===== config.mk =====
export PLATFORM = sky130hd
export DESIGN_NAME = la_oai21_pipe_flat
export DESIGN_NICKNAME = d
export VERILOG_FILES = /design/src/rtl/la_oai21_pipe_if.sv /design/src/rtl/la_oai21_pipe.sv /design/src/flat_wrapper.sv
export SDC_FILE = /design/constraint.sdc
export NUM_CORES = 1
export LEC_CHECK = 0
export ABC_AREA = 1
export ABC_CLOCK_PERIOD_IN_PS = 1600
export CORE_ASPECT_RATIO = 0.75
export CORE_MARGIN = 2
export CORE_UTILIZATION = 44
export CTS_BUF_LIST = sky130_fd_sc_hd__clkbuf_16
export DETAILED_ROUTE_END_ITERATION = 16
export GPL_ROUTABILITY_DRIVEN = 0
export MAX_ROUTING_LAYER = met4
export PLACE_DENSITY = 0.91
export SKIP_LAST_GASP = 1
export SLEW_MARGIN = 10
export SYNTH_ARGS = -nofsm -noshare
export SYNTH_HDL_FRONTEND = slang
export SYNTH_SLANG_ARGS = --single-unit

===== constraint.sdc =====
create_clock -name clk -period 1.6 [get_ports clk]
set_input_delay 0.48 -clock clk [delete_from_list [all_inputs] [get_ports clk]]
set_output_delay 0.48 -clock clk [all_outputs]
set_load 0.05 [all_outputs]

===== src/rtl/la_oai21_pipe_if.sv =====
// Valid/ready bundle for la_oai21_pipe: producer side (operands) and consumer side (result).
// The master modport is the producer/consumer environment; the slave modport is the pipeline.
interface la_oai21_pipe_if #(
  parameter int WIDTH = 8,
  parameter int DEPTH = 2
);
  localparam int CW = $clog2(DEPTH + 1);

  logic             in_valid;
  logic             in_ready;
  logic [WIDTH-1:0] a0;
  logic [WIDTH-1:0] a1;
  logic [WIDTH-1:0] b0;
  logic             inv;
  logic             out_valid;
  logic             out_ready;
  logic [WIDTH-1:0] z;
  logic [CW-1:0]    count;

  modport master (
    output in_valid, a0, a1, b0, inv, out_ready,
    input  in_ready, out_valid, z, count
  );

  modport slave (
    input  in_valid, a0, a1, b0, inv, out_ready,
    output in_ready, out_valid, z, count
  );
endinterface


===== src/rtl/la_oai21_pipe.sv =====
// WIDTH-bit OR-AND-(optional)INVERT evaluated at the input, with the result carried
// through a DEPTH-stage elastic valid/ready pipeline whose bubbles collapse.
module la_oai21_pipe #(
  parameter int WIDTH = 8,
  parameter int DEPTH = 2,
  parameter     PROP  = "DEFAULT"
) (
  input  logic           clk,
  input  logic           reset,
  la_oai21_pipe_if.slave bus
);
  localparam int CW = $clog2(DEPTH + 1);

  logic [DEPTH-1:0]            r_vld;
  logic [DEPTH-1:0][WIDTH-1:0] r_dat;
  logic [CW-1:0]               r_count;

  logic [WIDTH-1:0]            w_or_and;
  logic [WIDTH-1:0]            w_fn;
  logic [DEPTH-1:0]            w_free;
  logic [DEPTH-1:0]            w_src_vld;
  logic [DEPTH-1:0][WIDTH-1:0] w_src_dat;
  logic                        w_in_xfer;
  logic                        w_out_xfer;

  // Only the function result is stored; operands are not kept past the accept.
  assign w_or_and = (bus.a0 | bus.a1) & bus.b0;
  assign w_fn     = bus.inv ? w_or_and : ~w_or_and;

  // A stage may load when it is empty or its content is moving on; the chain runs
  // back from out_ready so a full pipeline can still accept while draining.
  always_comb begin
    logic w_chain;
    w_chain = bus.out_ready;
    w_free  = '0;
    for (int i = DEPTH - 1; i >= 0; i--) begin
      w_chain   = ~r_vld[i] | w_chain;
      w_free[i] = w_chain;
    end
  end

  always_comb begin
    w_src_vld    = '0;
    w_src_dat    = '0;
    w_src_vld[0] = bus.in_valid;
    w_src_dat[0] = w_fn;
    for (int i = 1; i < DEPTH; i++) begin
      w_src_vld[i] = r_vld[i-1];
      w_src_dat[i] = r_dat[i-1];
    end
  end

  // Data only loads with a valid source, so an emptied output keeps its last z.
  always_ff @(posedge clk or posedge reset) begin
    if (reset) begin
      r_vld <= '0;
      r_dat <= '0;
    end else begin
      for (int i = 0; i < DEPTH; i++) begin
        if (w_free[i]) begin
          r_vld[i] <= w_src_vld[i];
          if (w_src_vld[i]) r_dat[i] <= w_src_dat[i];
        end
      end
    end
  end

  assign w_in_xfer  = bus.in_valid & w_free[0];
  assign w_out_xfer = r_vld[DEPTH-1] & bus.out_ready;

  always_ff @(posedge clk or posedge reset) begin
    if (reset) begin
      r_count <= '0;
    end else begin
      case ({w_in_xfer, w_out_xfer})
        2'b10:   r_count <= r_count + CW'(1);
        2'b01:   r_count <= r_count - CW'(1);
        default: r_count <= r_count;
      endcase
    end
  end

  assign bus.in_ready  = w_free[0];
  assign bus.out_valid = r_vld[DEPTH-1];
  assign bus.z         = r_dat[DEPTH-1];
  assign bus.count     = r_count;
endmodule


===== src/flat_wrapper.sv =====
// flat-port wrapper written by rule: the top's interface ports become plain ports
module la_oai21_pipe_flat 
#(
  parameter int WIDTH = 8,
  parameter int DEPTH = 2,
  parameter     PROP  = "       "
)
  (clk, reset, bus_in_valid, bus_a0, bus_a1, bus_b0, bus_inv, bus_out_ready, bus_in_ready, bus_out_valid, bus_z, bus_count);
  la_oai21_pipe_if #(.WIDTH(WIDTH), .DEPTH(DEPTH)) bus_i ();
  input  logic clk;
  input  logic reset;
  input wire logic [$bits(bus_i.in_valid)-1:0] bus_in_valid;
  input wire logic [$bits(bus_i.a0)-1:0] bus_a0;
  input wire logic [$bits(bus_i.a1)-1:0] bus_a1;
  input wire logic [$bits(bus_i.b0)-1:0] bus_b0;
  input wire logic [$bits(bus_i.inv)-1:0] bus_inv;
  input wire logic [$bits(bus_i.out_ready)-1:0] bus_out_ready;
  output wire logic [$bits(bus_i.in_ready)-1:0] bus_in_ready;
  output wire logic [$bits(bus_i.out_valid)-1:0] bus_out_valid;
  output wire logic [$bits(bus_i.z)-1:0] bus_z;
  output wire logic [$bits(bus_i.count)-1:0] bus_count;
  assign bus_i.in_valid = bus_in_valid;
  assign bus_i.a0 = bus_a0;
  assign bus_i.a1 = bus_a1;
  assign bus_i.b0 = bus_b0;
  assign bus_i.inv = bus_inv;
  assign bus_i.out_ready = bus_out_ready;
  assign bus_in_ready = bus_i.in_ready;
  assign bus_out_valid = bus_i.out_valid;
  assign bus_z = bus_i.z;
  assign bus_count = bus_i.count;
  la_oai21_pipe #(.WIDTH(WIDTH), .DEPTH(DEPTH), .PROP(PROP)) u_core (.clk(clk), .reset(reset), .bus(bus_i));
endmodule

==> flow_summary_export.csv <==
group,metric,value,unit
run_status,outcome,"finished clean",
cts,tritoncts,"yes",
cts,insertion_delay,0.25,ns
cells_and_area,drive_above_1_share,0.170,
pwr,seqPwrFrac,0.325,
critical_path,crit_type,"in2out",
sta,post-route-period-util,0.945,
synthesis,avgSynthCellArea,7.58,sq um
sta,setup_tns,0,ns
drt,finalWirelength,2.50,mm
critical_path,rr_startpoint,"u_core.r_vld[1]",
cts,ctsHtreeMaxLevel,1,
die,io_pins,41,
synthesis,synth_xor_xnor_area_share,0.0156,
sta,tightest_slew,0.243,ns
critical_path,path_buf_inv,3,
synthesis,synth_compound_area_frac,0.0357,
global_routing,grt_pass1_wl,4.24,mm
synthesis,synth_mux_area_frac,0,
synthesis,synth_top_family_by_area,"simple AND/OR/NAND/NOR gates",
hold_path,hold_path.startpoint,"u_core.r_dat[7]",
pwr,pwr-share-clk,0.206,
placed_design,portBuffers,40,
synthesis,syn_inst,148,
critical_path,cp-startpoint,"bus_out_ready",
global_routing,track_usage,0.191,
drt,wire_per_inst,11.3,um
drt,drt-initial-drc-count,33,
critical_path,max_stage_delay,0.25,ns
global_routing,grt_max_degree,21,
cells_and_area,fin_nets,219,
critical_path,cp-end-kind,"output pin",
die,die_height,47.7,um
cts,clkTransAtPathRegs,0.05,ns
hold_path,hp-class,"reg2reg",
sta,relSlewSlack,0.838,
critical_path,worst-path-max-fanout,2,
synthesis,synth_seq_cells,20,
cts,clk_path_buf_depth,2,
flow_run,drv_cap,0,
cts,numCtsBuffers,3,
drt,first_pass_iters,4,
synthesis,synth_fp_nets,178,
synthesis,synth-simple-area-share,0.326,
global_routing,grt_overflow,0,
placed_design,hpwl,2.04,mm
critical_path,cp_data_arrival_time,1.03,ns
pwr,p_sw_frac,0.373,
drt,via_per_inst,4.64,
critical_path,critical-path-slowest-cell,"dlygate4sd2_1",
synthesis,yosysSeqAreaShare,0.446,
synthesis,synth_fa_ha_area_frac,0.0111,
critical_path,path_cells,"dlygate4sd2_1, inv_2, nand3_4, buf_12",
sta,drv_slew,0,
critical_path,worstPathRequired,1.12,ns
critical_path,critPathLaunchType,"primary input",
synthesis,yosys_warnings,0,
pwr,internal_power,1.53,mW
pwr,cellPowerDensity,1410,mW/mm^2
synthesis,yosys.area.top_type_share,0.446,
cts,cts_root_buf,"clkbuf_16",
cells_and_area,area_growth,54.8,%
synthesis,synth_largest_area_cell,"dfrtp_1",
die,core_area,0.00236,sq mm
synthesis,synth.distinct_cells,15,
global_routing,grt_pass1_vias,1001,
drt,vias,1031,
pwr,ir_drop,551,uV
cts,cts_sinks,20,
synthesis,ys_top_cells_by_area,"dfrtp_1 45%, nand2_1 18%, nand3_1 11%",
drt,detail-route-antenna-nets,0,
cts,postCtsHoldBufs,0,
critical_path,r2r_setup_slack,0.29,ns
cells_and_area,antenna_cells,0,
global_routing,grt_antenna_before_repair,0,
critical_path,cpLargestDelayFamily,"buffers and inverters",
die,start_util,0.475,
sta,period_needed,1.51,ns
sta,clock_skew,0.00124,ns
sta,finalHoldViolations,0,
pwr,combPwrFrac,0.469,
sta,fmax,661,MHz
pwr,leakage,0.898,nW
die,die_area,0.00297,sq mm
sta,rsz0062_at_grt,"false",
sta,setup_viol,0,
die,die_w,62.3,um
die,rows,15,
pwr,power_switching,0.911,mW
cells_and_area,postLayoutCoreUtil,0.735,
synthesis,synth_area,0.00112,sq mm
drt,drc,0,
[cells by family (layout without fill, tap and decap cells)]
group / after synthesis / after routing
and+or+nand+nor: 82 / 82
AOI/OAI and AO/OA: 8 / 8
xor gates and xnor gates: 2 / 2
DFF: 20 / 20
adders and majority gates: 1 / 1
buffers and inverters: 35 / 75
[cell usage in the layout, fill, tap and decap left out]
cell / count
buf_4: 7
nand2_2: 2
o21ai_0: 8
dfrtp_2: 1
nand2_4: 1
clkdlybuf4s50_1: 27
nand3_2: 1
nand3_1: 24
nand2_1: 53
inv_1: 21
ha_4: 1
inv_2: 3
dfrtp_1: 19
xnor2_1: 2
buf_12: 12
nand3_4: 1
clkbuf_16: 3
clkinv_1: 1
dlygate4sd2_1: 1
[worst register-to-register path, stage by stage (launching register included)]
cell,delay (ns)
dfrtp_2,0.45
nand3_4,0.11
buf_4,0.13
nand2_4,0.05
ha_4,0.22
inv_2,0.05
nand3_2,0.05
xnor2_1,0.12
[routing by layer]
layer	global-route usage	share of wire	vias up
met3	0.0329	0.077	2
met2	0.361	0.51	49
met1	0.210	0.41	452
met5	-	0	-
li1	-	-	528
met4	0.0800	0.0084	0
[cell usage after synthesis (all sizes together)]
master / number
dfrtp: 20
ha: 1
inv: 24
buf: 11
o21ai: 8
nand3: 26
nand2: 56
xnor2: 2
[path summary, 6_finish.rpt]
check | to | cells past startpoint
max | bus_in_ready | 4
min | u_core.r_dat[7] | 2
max reg2reg | u_core.bus.count[1] | 7
min reg2reg | u_core.r_dat[7] | 2
max in group asynchronous | u_core.r_vld[1] | 3
min in group asynchronous | u_core.r_vld[1] | 3
[repair_timing]
action | 4_1_cts | 5_1_grt
endpoints found under the setup margin | 1 | 0
buffers inserted | 1 | 0
resized for setup | 2 | 0
[metrics by stage]
step / setup WS [ns] / hold slack (ns) / power [mW] / std cells / cell area [sq um]
finish: 0.0882 / 0.485 / 2.44 / 222 / 1740
global route: 0.0489 / 0.514 / 2.57 / 222 / 1740
CTS: 0.0853 / 0.487 / 2.46 / 222 / 1740
detailed placement: -0.182 / 0.473 / 1.95 / 217 / 1650
global placement: -0.152 / 0.470 / 1.90 / 217 / 1650
floorplan: -0.00927 / 0.443 / 1.43 / 148 / 1140
[flip-flops by register name, indices dropped and copies added, names as in the netlist]
name / cells
u_core.r_vld: 2
u_core.bus.z: 8
u_core.bus.count: 2
u_core.r_dat: 8
[final cells by class]
type / instances / area [sq um]
repair buffers: 47 / 572
clock buffers: 3 / 75.1
inverters: 24 / 90.1
well taps: 34 / 42.5
flip-flops and latches: 20 / 502
multi-input cells: 93 / 453
clock inverters: 1 / 3.75
fillers: 179 / 627
[power by group through the flow]
stage               sequential, mW  clock (mW)  combinational [mW]
floorplan                    0.828           0               0.602
finish                       0.793       0.504                1.15
CTS                          0.798       0.509                1.16
detailed placement           0.805           0                1.15
global placement             0.789           0                1.11
global route                 0.811       0.540                1.21
(Power assumes the default switching activity.)
